**src/rtl/debug_uart_tx.sv**
```systemverilog
// Debug UART transmitter: sends a 16-bit debug word as "HHHH\r\n" (8N1, LSB first)
// whenever the word changes, when forced, and once after every reset.
module debug_uart_tx #(
    parameter int unsigned CLKS_PER_BIT = 868
) (
    input  logic        clk,
    input  logic        rst,
    input  logic [15:0] debug,
    // "force" is a reserved word in SystemVerilog, hence force_send
    input  logic        force_send,
    output logic        tx,
    output logic        busy,
    output logic [7:0]  frames_sent
);

    typedef enum logic [1:0] {IDLE, START, DATA, STOP} state_t;

    state_t      state;
    logic [15:0] bit_cnt;
    logic [2:0]  bit_idx;
    logic [2:0]  byte_idx;
    logic [15:0] snapshot;
    logic [15:0] last_sent;
    logic        init_pending;
    logic [7:0]  cur_byte;
    logic        bit_done;
    logic        launch;

    function automatic logic [7:0] hex(input logic [3:0] n);
        return (n < 4'd10) ? 8'h30 + {4'h0, n} : 8'h37 + {4'h0, n};
    endfunction

    always_comb begin
        cur_byte = 8'h0A;
        case (byte_idx)
            3'd0:    cur_byte = hex(snapshot[15:12]);
            3'd1:    cur_byte = hex(snapshot[11:8]);
            3'd2:    cur_byte = hex(snapshot[7:4]);
            3'd3:    cur_byte = hex(snapshot[3:0]);
            3'd4:    cur_byte = 8'h0D;
            default: cur_byte = 8'h0A;
        endcase
    end

    assign bit_done = (bit_cnt == 16'(CLKS_PER_BIT - 1));
    assign launch   = (debug != last_sent) || force_send || init_pending;

    always_ff @(posedge clk or negedge rst) begin
        if (!rst) begin
            state        <= IDLE;
            bit_cnt      <= '0;
            bit_idx      <= '0;
            byte_idx     <= '0;
            snapshot     <= '0;
            last_sent    <= '0;
            init_pending <= 1'b1;
            tx           <= 1'b1;
            busy         <= 1'b0;
            frames_sent  <= '0;
        end else begin
            case (state)
                IDLE: begin
                    if (launch) begin
                        state        <= START;
                        snapshot     <= debug;
                        last_sent    <= debug;
                        init_pending <= 1'b0;
                        bit_cnt      <= '0;
                        byte_idx     <= '0;
                        tx           <= 1'b0;
                        busy         <= 1'b1;
                    end
                end
                START: begin
                    if (bit_done) begin
                        state   <= DATA;
                        bit_cnt <= '0;
                        bit_idx <= '0;
                        tx      <= cur_byte[0];
                    end else begin
                        bit_cnt <= bit_cnt + 16'd1;
                    end
                end
                DATA: begin
                    if (bit_done) begin
                        bit_cnt <= '0;
                        if (bit_idx == 3'd7) begin
                            state <= STOP;
                            tx    <= 1'b1;
                        end else begin
                            bit_idx <= bit_idx + 3'd1;
                            tx      <= cur_byte[bit_idx + 3'd1];
                        end
                    end else begin
                        bit_cnt <= bit_cnt + 16'd1;
                    end
                end
                STOP: begin
                    if (bit_done) begin
                        bit_cnt <= '0;
                        // next start bit follows the stop bit with no idle gap
                        if (byte_idx < 3'd5) begin
                            state    <= START;
                            byte_idx <= byte_idx + 3'd1;
                            tx       <= 1'b0;
                        end else begin
                            state       <= IDLE;
                            byte_idx    <= '0;
                            busy        <= 1'b0;
                            frames_sent <= frames_sent + 8'd1;
                        end
                    end else begin
                        bit_cnt <= bit_cnt + 16'd1;
                    end
                end
                default: state <= IDLE;
            endcase
        end
    end

endmodule

```
**config.mk**
```make
export PLATFORM = sky130hd
export DESIGN_NAME = debug_uart_tx
export DESIGN_NICKNAME = d
export VERILOG_FILES = /design/src/rtl/debug_uart_tx.sv
export SDC_FILE = /design/constraint.sdc
export NUM_CORES = 1
export LEC_CHECK = 0
export CAP_MARGIN = 10
export CORE_MARGIN = 5
export CORE_UTILIZATION = 53
export CTS_CLUSTER_SIZE = 12
export DETAILED_ROUTE_END_ITERATION = 8
export PLACE_DENSITY_LB_ADDON = 0.15
export SYNTH_ARGS = -nofsm -noshare
export SYNTH_HDL_FRONTEND = slang
export SYNTH_SLANG_ARGS = --single-unit
```
**constraint.sdc**
```tcl
create_clock -name clk -period 2.06 [get_ports clk]
set_input_delay 0.412 -clock clk [delete_from_list [all_inputs] [get_ports clk]]
set_output_delay 0.412 -clock clk [all_outputs]
set_load 0.02 [all_outputs]
```
Word-level counts from Yosys, hierarchy flattened
Cells that the tools add are included.
Word-level totals
  register bits after elaboration: 51
  word-level logic and storage cells: 96
  output and inout bits: 10
  input port bits: 19
Cells by class
  eq/ne operators: 18
  add/subtract/negate cells: 12
  $lt $le $gt $ge: 6
  reductions and logical operators: 14
  mux-type cells: 36
  bitwise operators: 1
Operators by type and width (number)
  $add A6 B4 Y7 const A: 8
  $pmux W7 S5: 1
  $mux W16: 2
  $pmux W16 S2: 1
  $mux W7: 4
  $mux W3: 6
  $add A16 B1 Y16 const B: 1
  $eq A16 B10 Y1 const B: 1
  $lt A4 B4 Y1 const B: 4
  $ne A16 B16 Y1: 1
  $ne A2 B2 Y1 const B: 8
  $pmux W3 S2: 2
  $mux W1: 11
  $mux W2: 5
  $reduce_and A5 Y1: 2
  $add A8 B1 Y8 const B: 1
  $pmux W2 S4: 1
  $reduce_and A4 Y1: 2
  $add A3 B1 Y3 const B: 2
  $eq A3 B2 Y1 const B: 2
  $eq A3 B3 Y1 const B: 2
  $reduce_and A3 Y1: 2
  $eq A2 B2 Y1 const B: 2
  $lt A3 B4 Y1 const B: 1
  13 further kinds: 15

Logic depth before layout (Yosys ltp)
Gate-level depths: netlist of the first run.
  word-level depth: 8
  gate-level depth with buffers: 10
  gate-level depth less buffers: 9

Worst setup path after synthesis of the first run
Ideal clock, no wire load.
  kind: register to register
  from: register bit_idx[0]
  to: register tx
  arrival time: 1.982 ns
  cell stages (with the launch flop): 10
  setup time: 0.083 ns
  required time: 1.977 ns
  period minus slack after synthesis: 2.066 ns
  slack: -0.006 ns
  path buffers: 1
  cell sequence: dfrtp_1 -> ha_1 -> buf_2 -> nand2b_1 -> a2bb2oi_1 -> nor3_1 -> mux2i_1 -> a211oi_1 -> nor4_1 -> o32a_1
Between the ends
  longest elaborated chain between the ends: 6
  elaborated cells between the ends (all ways): 7
  those cells by class: 1 x add/sub; 1 x eq/ne; 5 x mux
Ends and longest elaborated chain
  from (decl): RTL line 20  | logic [2:0] bit_idx;
  from (signal assigned): RTL line 91  | bit_idx <= bit_idx + 3'd1;
  $add A3 B1 Y3: RTL line 92  | tx <= cur_byte[bit_idx + 3'd1];
  $bmux W1 S3: RTL line 92
  $mux W1 (implied by the code): RTL line 92
  $mux W1 *: RTL line 87  | if (bit_idx == 3'd7) begin
  $mux W1 *: RTL line 85  | if (bit_done) begin
  $pmux W1 S4 *: RTL line 61  | case (state)
  to (signal assigned): RTL line 79  | tx <= cur_byte[0];
  to (signal assigned): RTL line 92
  to (decl): RTL line 11  | output logic tx,
Mark *: on every way between the ends. The rest lies on a longest branch, timed or not. The select of a mux whose other input is x is not followed.
A chain may end at the register's enable or synchronous reset.

Worst setup path after layout of the first run
  from: register byte_idx[0]
  to: register tx
Between the ends
  longest elaborated chain between the ends: 7
  elaborated cells between the ends (all ways): 15
  those cells by class: 1 x order compare; 5 x eq/ne; 7 x mux; 2 x reduce/logical
Ends and longest elaborated chain
  from (decl): RTL line 21  | logic [2:0] byte_idx;
  from (signal assigned): RTL line 104  | byte_idx <= byte_idx + 3'd1;
  $eq A3 B3 Y1, or another cell as far along: RTL line 35  | case (byte_idx)
  $pmux W7 S5: RTL line 35
  $bmux W1 S3: RTL line 92
  $mux W1 (implied by the code): RTL line 92
  $mux W1: RTL line 87
  $mux W1: RTL line 85
  $pmux W1 S4: RTL line 61
Several ways; a longest one is shown, not always the timed one. The select of a mux whose other input is x is not followed.

==> impl_metrics.yaml, run 1 <==
status:
  run_status: "finished with violations"
  violations: "setup timing"
critical_path:
  cp-start-kind: "flip-flop"
  cp_max_fo: 5
  cp_slowest_cell: "dfrtp_1"
  worstReg2RegStart: "byte_idx[0]"
  r2r_slack_ns: -0.004
  worstPathRequired_ns: 2.31
  critical_path_buf_inv_count: 2
  crit_type: "reg -> reg"
  end_kind: "flip-flop"
  critPathArrivalTime_ns: 2.31
  r2r_end: "tx"
  crit_chain: "inv_2 > ha_2 > nor2b_4 > buf_4 > a22o_1 > a221oi_2 > nor3b_1 > o21ai_1 > nor4_2 > o32a_1"
  path_delay_family: "compound AO/OA/AOI/OAI gates"
  r2r_cells: 10
  crit_path_max_incr_delay_ns: 0.41
yosys:
  synth_edf_count: 0
  syn_nets: 413
  yosysWarningCount: 0
  ys_ff_latch: 51
  synth_ff_type: "dfrtp_1"
  synthDistinctLibCells: 53
  synth_area_leaders: "dfrtp_1, ha_1, o21ai_0, xnor2_1, mux2_2"
  yosysTopAreaCellShare: 0.356
  ys_seq_area_frac: 0.371
  synthArstFlopShare: 1.00
  syn_inst: 376
  post-synth-top-area-cell: "dfrtp_1"
  avgSynthCellArea_um2: 9.16
  synthesis.area_um2: 3450
global_route:
  grt_pass1_vias: 2985
  grt_max_degree: 31
  antenna_found_initial: 0
  grt_overflow: 0
  grt_pass1_wl_um: 13900
  grt_util_all_layers: 0.203
layout:
  drive_gt1_frac: 0.292
  n_antenna_cell: 0
  area_growth_pct: 32.1
  layout.nets: 498
  fin_area_um2: 4550
sta:
  finalCriticalPeriod_ns: 2.06
  max_slew_margin: 0.643
  fmax_mhz: 484
  fin_skew_ns: 0.00540
  fin_crit_sh: 1.00
  setup_viol: 1
  rsz0062_at_grt: "true"
  tightest_slew_ns: 0.536
  drv_slew: 0
  final-hold-violation-count: 0
  setup_slack_ns: -0.00402
placed_design:
  dpl-instance-area_um2: 4230
  io_buffers: 28
  dp_hpwl_um: 6260
  gp_congestion: 0.923
power_and_ir_drop:
  p_leak_nw: 2.01
  cellPowerDensity_nw_per_um2: 426
  peakVddDrop_uv: 318
  power_mw: 1.94
worst_hold_path:
  hold_path_class: "in -> async"
job:
  cap_viol_max_count: 0
floorplan:
  io-pin-count: 29
  die_area_um2: 8210
  rows: 29
  die_w_um: 90.6
  die_h_um: 90.6
  start_util: 0.543
  coreArea_um2: 6350
route:
  drc_errors: 0
  drt_wl_total_um: 8230
  via_per_inst: 5.63
  drt_iter0_drc: 143
  drtPass1Iterations: 4
  final_antenna_net_count: 0
  post_drt_wl_per_cell_um: 15.3
  vias: 3035
clock_network:
  clock_path_buffers: 2
  cts_inserted_buffers: 5
  cts-root-buf: "clkbuf_8"
  htreeDepth: 2
  path_clk_slew_ns: 0.10
  worstSkewPairLatency_ns: 0.31
  cts_sinks: 51
  cts_tree: "built"
-- cell usage after synthesis, drive strengths merged (3+ instances only) --
master and count:
xnor2 22, nor2b 12, ha 18, nand2 35, nand3 16, buf 17
nor3b 3, a22o 6, nor3 10, inv 16, nand4 9, o31ai 12
mux2 16, o21ai 45, a21oi 8, o41ai 3, and2 6, dfrtp 49
and3 6, nand2b 4, nor2 21, xor2 5, a31oi 7, and4 4
-- placed cells by master, fill, tap and decap left out, types with 5 or more instances in the layout --
| cell type | n |
|---|---|
| a21oi_1 | 8 |
| a22o_1 | 6 |
| a31oi_1 | 6 |
| and2_1 | 5 |
| and3_1 | 5 |
| buf_4 | 66 |
| clkbuf_8 | 5 |
| clkdlybuf4s50_1 | 26 |
| dfrtp_1 | 49 |
| ha_1 | 11 |
| inv_1 | 14 |
| mux2_2 | 15 |
| nand2_1 | 35 |
| nand3_1 | 16 |
| nand4_1 | 9 |
| nor2_1 | 20 |
| nor2b_1 | 9 |
| nor3_1 | 7 |
| o21ai_0 | 28 |
| o21ai_1 | 13 |
| o31ai_1 | 5 |
| o31ai_2 | 7 |
| xnor2_1 | 21 |
| xor2_1 | 5 |
-- state kept, by name, summed over array words and instances, names as in the netlist --
register	cells
byte_idx	3
tx	1
bit_idx	3
bit_cnt	16
state	2
frames_sent	8
last_sent	16
busy	1
init_pending	1
-- worst register-to-register path, delay by kind of cell (launching register included) --
| kind | cells | cell delay, ns |
|---|---|---|
| flip-flops | 1 | 0.41 |
| AO/OA/AOI/OAI | 4 | 0.91 |
| buffers and inverters | 2 | 0.21 |
| AND/OR/NAND/NOR | 3 | 0.28 |
| adder cells (fa/ha/maj) | 1 | 0.19 |
-- power by group --
group / total [mW] / switching (mW) / internal [mW]
Combinational: 0.0839 / 0.0383 / 0.0456
Clock: 0.856 / 0.363 / 0.493
Sequential: 1.00 / 0 / 1.00
Total: 1.94 / 0.401 / 1.54
-- cells by family after synthesis --
group	after synthesis	synth area share
flops	51	0.371
xor+xnor	27	0.0686
buf+inv	35	0.0530
mux	18	0.0581
simple gates	134	0.201
compound gates	93	0.183
fa+ha+maj	18	0.0654
-- per-layer routing --
layer,wire length (µm),part of all wire,global-route usage,vias to the layer above
met5,0,0,0,-
met4,138,0.017,0.0645,0
met3,233,0.028,0.0275,11
met2,3840,0.47,0.319,48
met1,4020,0.49,0.288,1451
li1,-,-,-,1525
-- timing repair --
action,4_1_cts,5_1_grt
hold buffers,0,0
endpoints found under the setup margin,19,23
resized for setup,31,21
pin swaps,7,12
setup buffers,0,2
-- cell type report --
type,instances,area (µm²)
well taps,77,96.3
clock inverters,3,71.3
repair buffers,97,825
inverters,16,60.1
fillers,494,1800
multi-input cells,290,2150
clock buffers,5,68.8
flip-flops and latches,51,1280
-- through the flow --
step / cells / setup WS [ns] / util / TNS [ns] / hold slack (ns)
3_3_place_gp: 530 / -0.316 / 0.666 / -8.15 / 0.417
3_5_place_dp: 530 / -0.359 / 0.666 / -9.25 / 0.426
6_report: 539 / -0.00402 / 0.717 / -0.00402 / 0.0638
2_1_floorplan: 376 / 0.00213 / - / 0 / 0.116
5_1_grt: 539 / -0.0905 / 0.717 / -0.0905 / 0.108
4_1_cts: 537 / -0.00268 / 0.707 / -0.00535 / 0.0817
-- how the worst max path moves through the flow --
stage | depth (start not counted) | slack, ns | startpoint | to
final | 10 | -0.004 | byte_idx[0] | tx
after global routing | 10 | -0.09 | bit_cnt[0] | tx
after CTS | 10 | -0.003 | bit_cnt[0] | tx
after detailed placement | 7 | -0.36 | debug[7] | state[1]
after global placement | 7 | -0.32 | debug[7] | state[1]
after floorplan | 9 | 0.002 | last_sent[13] | tx
Power figures use the tool's default switching activity.
==> run 2: changes to the inputs <==
--- a/config.mk
+++ b/config.mk
@@ -10,6 +10,7 @@
 export CORE_UTILIZATION = 53
 export CTS_CLUSTER_SIZE = 12
 export DETAILED_ROUTE_END_ITERATION = 8
+export GPL_ROUTABILITY_DRIVEN = 0
 export PLACE_DENSITY_LB_ADDON = 0.15
 export SYNTH_ARGS = -nofsm -noshare
 export SYNTH_HDL_FRONTEND = slang
==> impl_metrics.yaml, run 2 (same netlist as run 1, synthesis figures left out) <==
clock_network:
  worstSkewPairLatency_ns: 0.32
  cts_inserted_buffers: 5
  cts_tree: "built"
  htreeDepth: 2
  clock_path_buffers: 2
  cts-root-buf: "clkbuf_8"
  cts_sinks: 51
  path_clk_slew_ns: 0.11
  ctsHoldBuffers: 0
route:
  via_per_inst: 5.76
  drt_wl_total_um: 8130
  post_drt_wl_per_cell_um: 15.2
  vias: 3081
  m1WireLength_um: 3820
  drt_iter0_drc: 205
  final_antenna_net_count: 0
  top_layer: "met4"
  wl_met2_um: 3800
  drtPass1Iterations: 5
  drc_errors: 0
  wl_met3_um: 423
global_route:
  grt_overflow: 0
  grt_pass1_vias: 2928
  grt_max_degree: 31
  grt_util_all_layers: 0.199
  grt_pass1_wl_um: 13700
  antenna_found_initial: 0
sta:
  fin_skew_ns: 0.00788
  drv_slew: 0
  setup_slack_ns: -0.0302
  tightest_slew_ns: 0.560
  rsz0062_at_grt: "true"
  max_slew_margin: 0.627
  final-hold-violation-count: 0
  fin_crit_sh: 1.01
  finalCriticalPeriod_ns: 2.09
  fmax_mhz: 478
  setup_viol: 1
layout:
  largestRegisters: "bit_cnt x16, last_sent x16, frames_sent x8"
  final_common_cell: "buf_4"
  final_cell_mix: "buf_4, dfrtp_1, o21ai_0"
  n_antenna_cell: 0
  nFillCells: 484
  area_growth_pct: 29.0
  layout.nets: 494
  drive_gt1_frac: 0.277
  multiInputGateArea_um2: 2120
  final_cells: 535
  regArea_um2: 1280
  fin_area_um2: 4450
critical_path:
  worstPathRequired_ns: 2.32
  critPathArrivalTime_ns: 2.35
  crit_type: "reg -> reg"
  cp_max_fo: 2
  end_kind: "flip-flop"
  cp-start-kind: "flip-flop"
power_and_ir_drop:
  p_sw_mw: 0.417
  p_comb_frac: 0.050
  p_int_mw: 1.30
  netSwitchingFraction: 0.243
  p_leak_nw: 1.98
  cellPowerDensity_nw_per_um2: 385
  peakVddDrop_uv: 329
  power_mw: 1.71
  pwr-share-clk: 0.366
  p_seq_frac: 0.584
floorplan:
  rows: 29
  start_util: 0.543
  io-pin-count: 29
  die_w_um: 90.6
  coreArea_um2: 6350
  die_h_um: 90.6
  die_area_um2: 8210
placed_design:
  dpl-instance-area_um2: 4190
  dp_hpwl_um: 6100
  placed_cells: 524
  io_buffers: 28
worst_hold_path:
  hold_path_class: "in -> async"
status:
  run_status: "finished with violations"
  violations: "setup timing"
job:
  cap_viol_max_count: 0
==> run 2: metal layers <==
layer	GRT usage	vias up
li1	-	1515
met1	0.290	1462
met2	0.303	93
met3	0.0383	11
met4	0.0459	0
met5	0	-
==> run 2: power groups by stage <==
stage / registers, mW / logic, mW / clock network, mW
finish: 1.00 / 0.0858 / 0.628
global route: 1.00 / 0.0945 / 0.694
CTS: 1.00 / 0.0857 / 0.648
detailed placement: 1.02 / 0.0855 / 0
global placement: 1.02 / 0.0849 / 0
floorplan: 1.02 / 0.0162 / 0
==> run 2: path summary, 6_finish.rpt <==
path	start	endpoint	slack [ns]	cells after the start
min in group clk	debug[15]	last_sent[15]	0.38	2
hold / removal	rst	last_sent[14]	0.07	1
setup reg to reg	last_sent[13]	tx	-0.03	8
hold reg to reg	frames_sent[7]	frames_sent[7]	0.48	1
max in group asynchronous	rst	tx	1.38	2
setup / recovery	last_sent[13]	tx	-0.03	8
==> run 2: cell type report <==
cell class	count	share of cell area
repair buffers	93	0.179
multi-input cells	290	0.476
clock buffers	5	0.0155
well taps	77	0.0217
inverters	16	0.0135
flip-flops and latches	51	0.288
clock inverters	3	0.00619
==> run 2: metrics by stage <==
stage / setup TNS (ns) / hold slack (ns) / utilization / worst slack, ns
floorplan: 0 / 0.116 / - / 0.00213
global placement: -7.52 / 0.421 / 0.659 / -0.308
detailed placement: -8.70 / 0.434 / 0.659 / -0.342
CTS: 0 / 0.0853 / 0.687 / 0.000990
global route: -0.160 / 0.115 / 0.700 / -0.126
finish: -0.0302 / 0.0684 / 0.700 / -0.0302
==> run 2: timing repair <==
item | CTS | global route
gates cloned | 0 | 0
gates resized for setup | 18 | 22
pin swaps | 7 | 14
setup buffers | 2 | 2
endpoints found under the setup margin | 6 | 30
==> run 2: worst max-delay path, stage by stage (launching register included) <==
cell and delay (ns):
dfrtp_1 0.41, inv_2 0.08, ha_4 0.13, and2b_1 0.19, o211a_1 0.24, o311a_1 0.37, a211oi_2 0.24, nor4_2 0.08
o32a_1 0.29
==> run 3: changes to the inputs <==
--- a/config.mk
+++ b/config.mk
@@ -12,6 +12,7 @@
 export DETAILED_ROUTE_END_ITERATION = 8
 export GPL_ROUTABILITY_DRIVEN = 0
 export PLACE_DENSITY_LB_ADDON = 0.15
+export SKIP_LAST_GASP = 1
 export SYNTH_ARGS = -nofsm -noshare
 export SYNTH_HDL_FRONTEND = slang
 export SYNTH_SLANG_ARGS = --single-unit
==> impl_metrics.yaml, run 3 (same netlist as run 1, synthesis figures left out) <==
clock_network:
  cts_inserted_buffers: 5
  worstSkewPairLatency_ns: 0.32
  clock_path_buffers: 2
  ctsHoldBuffers: 0
  cts_tree: "built"
  cts_sinks: 51
  path_clk_slew_ns: 0.11
  cts-root-buf: "clkbuf_8"
  htreeDepth: 2
layout:
  nFillCells: 482
  final_cell_mix: "buf_4, dfrtp_1, o21ai_0"
  final_common_cell: "buf_4"
  fin_area_um2: 4450
  largestRegisters: "bit_cnt x16, last_sent x16, frames_sent x8"
  drive_gt1_frac: 0.277
  fin_util: 0.700
  n_antenna_cell: 0
  final_cells: 535
  layout.nets: 494
  area_growth_pct: 29.0
sta:
  drv_slew: 0
  setup_viol: 1
  max_slew_margin: 0.628
  finalCriticalPeriod_ns: 2.09
  rsz0062_at_grt: "true"
  fin_skew_ns: 0.00907
  fin_crit_sh: 1.01
  setup_slack_ns: -0.0288
  final-hold-violation-count: 0
  tightest_slew_ns: 0.559
  hold-worst-slack_ns: 0.0654
  fmax_mhz: 479
power_and_ir_drop:
  cellPowerDensity_nw_per_um2: 386
  power_mw: 1.72
  p_leak_nw: 1.98
  peakVddDrop_uv: 330
critical_path:
  crit_type: "reg -> reg"
  r2r_cells: 8
  cp_max_fo: 2
  r2r_slack_ns: -0.03
  cp-start-kind: "flip-flop"
  end_kind: "flip-flop"
  crit_path_max_incr_delay_ns: 0.41
  critPathArrivalTime_ns: 2.35
  worstPathRequired_ns: 2.32
  crit_chain: "inv_2 > ha_4 > and2b_1 > o211a_1 > o311a_1 > a211oi_2 > nor4_2 > o32a_1"
  cp_slowest_cell: "dfrtp_1"
floorplan:
  io-pin-count: 29
  rows: 29
  die_h_um: 90.6
  start_util: 0.543
  die_area_um2: 8210
  coreArea_um2: 6350
  die_w_um: 90.6
route:
  vias: 3084
  post_drt_wl_per_cell_um: 15.2
  drtPass1Iterations: 5
  drt_iter0_drc: 206
  final_antenna_net_count: 0
  drt_wl_total_um: 8120
  via_per_inst: 5.76
  drc_errors: 0
global_route:
  grt_pass1_vias: 2928
  antenna_found_initial: 0
  grt_overflow: 0
  grt_pass1_wl_um: 13700
  grt_util_all_layers: 0.199
  grt_max_degree: 31
job:
  cap_viol_max_count: 0
placed_design:
  placed_cells: 524
  dpl-instance-area_um2: 4190
  dp_hpwl_um: 6100
  io_buffers: 28
status:
  run_status: "finished with violations"
  violations: "setup timing"
worst_hold_path:
  hold_path_class: "in -> async"
-- run 3: cell counts in the layout (fill, tap and decap cells not counted) --
Identical to the previous run, type by type.
-- run 3: final cells by class --
class,count,area (µm²),share of cell area
clock buffers,5,68.8,0.0155
well taps,77,96.3,0.0217
inverters,16,60.1,0.0135
multi-input cells,290,2120,0.476
clock inverters,3,27.5,0.00619
repair buffers,93,797,0.179
flip-flops and latches,51,1280,0.288
-- run 3: per-stage QoR --
| step | worst slack [ns] | TNS, ns |
|---|---|---|
| after floorplan | 0.00213 | 0 |
| final | -0.0288 | -0.0288 |
| after global placement | -0.308 | -7.52 |
| after detailed placement | -0.342 | -8.70 |
| after CTS | -0.00409 | -0.00409 |
| after global routing | -0.126 | -0.160 |
-- run 3: path summary, 6_finish.rpt --
path | from | endpoint
min in group clk | debug[15] | last_sent[15]
setup reg to reg | last_sent[13] | tx
max in group asynchronous | rst | tx
hold reg to reg | frames_sent[7] | frames_sent[7]
setup / recovery | last_sent[13] | tx
hold / removal | rst | last_sent[14]
-- run 3: layer usage --
metal	global-route usage	routed length, µm
met5	0	0
met1	0.290	3810
met3	0.0383	410
met4	0.0459	89
met2	0.303	3810
-- run 3: power breakdown --
group          total [mW]  internal, mW  leakage, nW  switching [mW]
combinational      0.0858        0.0465         1.26          0.0392
clock               0.631         0.250       0.0463           0.381
sequential           1.00          1.00        0.670               0
total                1.72          1.30         1.98           0.420
-- run 3: timing repair --
item / 4_1_cts / 5_1_grt
setup buffers: 2 / 2
cloned: 0 / 0
endpoints found under the hold margin: 0 / 0
pin swaps: 7 / 14
endpoints found under the setup margin: 6 / 30
resized for setup: 17 / 23
-- run 3: worst max-delay path, delay by kind of cell (launching register included) --
kind	cells	cell delay, ns
AOI/OAI and AO/OA	4	1.14
adders and majority gates	1	0.13
buffers and inverters	1	0.08
DFF	1	0.41
and+or+nand+nor	2	0.27
==> edit, RTL diff (flow settings as in run 2) <==
Put one more register stage on the output `tx`, with the module's reset. The value now appears one clock later. The other outputs are not delayed to match.
--- a/src/rtl/debug_uart_tx.sv
+++ b/src/rtl/debug_uart_tx.sv
@@ -14,6 +14,8 @@
 );
 
     typedef enum logic [1:0] {IDLE, START, DATA, STOP} state_t;
+
+    logic tx_s0;
 
     state_t      state;
     logic [15:0] bit_cnt;
@@ -54,7 +56,7 @@
             snapshot     <= '0;
             last_sent    <= '0;
             init_pending <= 1'b1;
-            tx           <= 1'b1;
+            tx_s0        <= 1'b1;
             busy         <= 1'b0;
             frames_sent  <= '0;
         end else begin
@@ -67,7 +69,7 @@
                         init_pending <= 1'b0;
                         bit_cnt      <= '0;
                         byte_idx     <= '0;
-                        tx           <= 1'b0;
+                        tx_s0        <= 1'b0;
                         busy         <= 1'b1;
                     end
                 end
@@ -76,7 +78,7 @@
                         state   <= DATA;
                         bit_cnt <= '0;
                         bit_idx <= '0;
-                        tx      <= cur_byte[0];
+                        tx_s0   <= cur_byte[0];
                     end else begin
                         bit_cnt <= bit_cnt + 16'd1;
                     end
@@ -86,10 +88,10 @@
                         bit_cnt <= '0;
                         if (bit_idx == 3'd7) begin
                             state <= STOP;
-                            tx    <= 1'b1;
+                            tx_s0 <= 1'b1;
                         end else begin
                             bit_idx <= bit_idx + 3'd1;
-                            tx      <= cur_byte[bit_idx + 3'd1];
+                            tx_s0   <= cur_byte[bit_idx + 3'd1];
                         end
                     end else begin
                         bit_cnt <= bit_cnt + 16'd1;
@@ -102,7 +104,7 @@
                         if (byte_idx < 3'd5) begin
                             state    <= START;
                             byte_idx <= byte_idx + 3'd1;
-                            tx       <= 1'b0;
+                            tx_s0    <= 1'b0;
                         end else begin
                             state       <= IDLE;
                             byte_idx    <= '0;
@@ -118,5 +120,13 @@
         end
     end
 
+    always_ff @(posedge clk or negedge rst) begin
+        if (!rst) begin
+            tx <= '0;
+        end else begin
+            tx <= tx_s0;
+        end
+    end
+
 endmodule
 
Function: changed (Yosys sat finds a counterexample within 4 cycles, from zero or initial values and one cycle with rst low).
==> edit against run 2 <==
Clock skew increased by 3.7 ps; cell area decreased by 2.7%; area after synthesis decreased by 0.40%; die area decreased by 0.35%; clock power decreased by 1%; sequential cell count increased by 1; first-iteration DRC count decreased by 30%; power increased by 0.50%; worst setup slack improved by 82 ps; non-clock buffer count decreased by 23; via count decreased by 3.1%; wire length increased by 0.71%; largest power group unchanged; highest routed layer unchanged.
==> edit: results (changes against run 2) <==
[global_route]
grt_pass1_wl_um=13520  ; was 13660 µm
grt_max_degree=53  ; was 31
gr-usage-met1_pct=27.80  ; was 28.98%

[timing]
max_slew_margin_pct=69.45  ; was 62.66%

[place]
post-dp-hpwl_um=5749  ; was 6099 µm

[final_layout]
drive_above_1_share_pct=23.68  ; was 27.73%
clock_area_share_pct=2.082  ; was 2.167%
num-multi-input-gates=289  ; was 290
layout.nonclk_buf_share_pct=15.73  ; was 17.92%
nNetsFinal=471  ; was 494
seq_area_share_pct=30.19  ; was 28.76%
multi_input_area_share_pct=48.38  ; was 47.64%

[detailed_routing]
drtIter0Drc=144  ; was 205
met1Wirelength_um=3813  ; was 3820 µm
num_vias=2987  ; was 3081
route.met2.wl_um=3787  ; was 3798 µm
dr.pass1.iters=6  ; was 5
met3_length_um=481  ; was 423 µm
wl_per_cell_um=15.99  ; was 15.20 µm

[clock_network]
post_cts_buffers=1  ; was 2

[pwr]
clockPowerShare_pct=36.1  ; was 36.6%
leakage_nw=1.837  ; was 1.980 nW
netSwitchingFraction_pct=24.25  ; was 24.31%
irDropWorstVdd_v=0.0002806  ; was 0.0003291 V

[synth]
synth.yosys.seq_area_share_pct=37.99  ; was 37.11%
synth_area_leaders=dfrtp_1 36%, ha_1 6.6%, o21ai_0 5.8%  ; was dfrtp_1 36%, ha_1 6.5%, o21ai_0 6.1%
synth_mux_area_share_pct=6.744  ; was 5.810%
ys_top_cells_by_count=50 x dfrtp_1, 40 x o21ai_0, 27 x nand2_1  ; was 49 x dfrtp_1, 42 x o21ai_0, 35 x nand2_1
ys_ff_latch=52  ; was 51
synth_nets=412  ; was 413
synth_compound_area_share_pct=17.61  ; was 18.30%
synth_xor_area_share_pct=6.890  ; was 6.863%

[run_status]
status=finished, final reports clean  ; was finished, violations left

[setup_path]
path_max_fanout=6  ; was 2

[edit: stage by stage]
step / cells / power [mW] / cell area (µm²) / setup slack, ps
after floorplan: 375 / 1.055 / 3432 / 159.8
after global placement: 495 / 1.123 / 3995 / -426.9
after detailed placement: 495 / 1.124 / 3995 / -489.5
after CTS: 506 / 1.727 / 4148 / 13.39
after global routing: 512 / 1.784 / 4327 / -75.92
final: 512 / 1.723 / 4327 / 51.99
[edit: final timing paths]
path	startpoint	endpoint	slack (ps)	depth (start not counted)
setup / recovery	last_sent[14]	bit_cnt[15]	50	9
min in group clk	tx_s0	tx	410	0
setup reg to reg	last_sent[14]	bit_cnt[15]	50	9
max in group asynchronous	rst	init_pending	1700	2
hold / removal	rst	last_sent[13]	70	2
hold reg to reg	tx_s0	tx	410	0
[edit: worst max-delay path, stage by stage, from the launching register on]
cell and delay (ps):
dfrtp_1 420, xnor2_2 170, nand4_1 150, nor4_2 290, and4_4 300, buf_8 140, buf_12 120, nor2_1 40
mux2i_1 170, o21ai_1 90
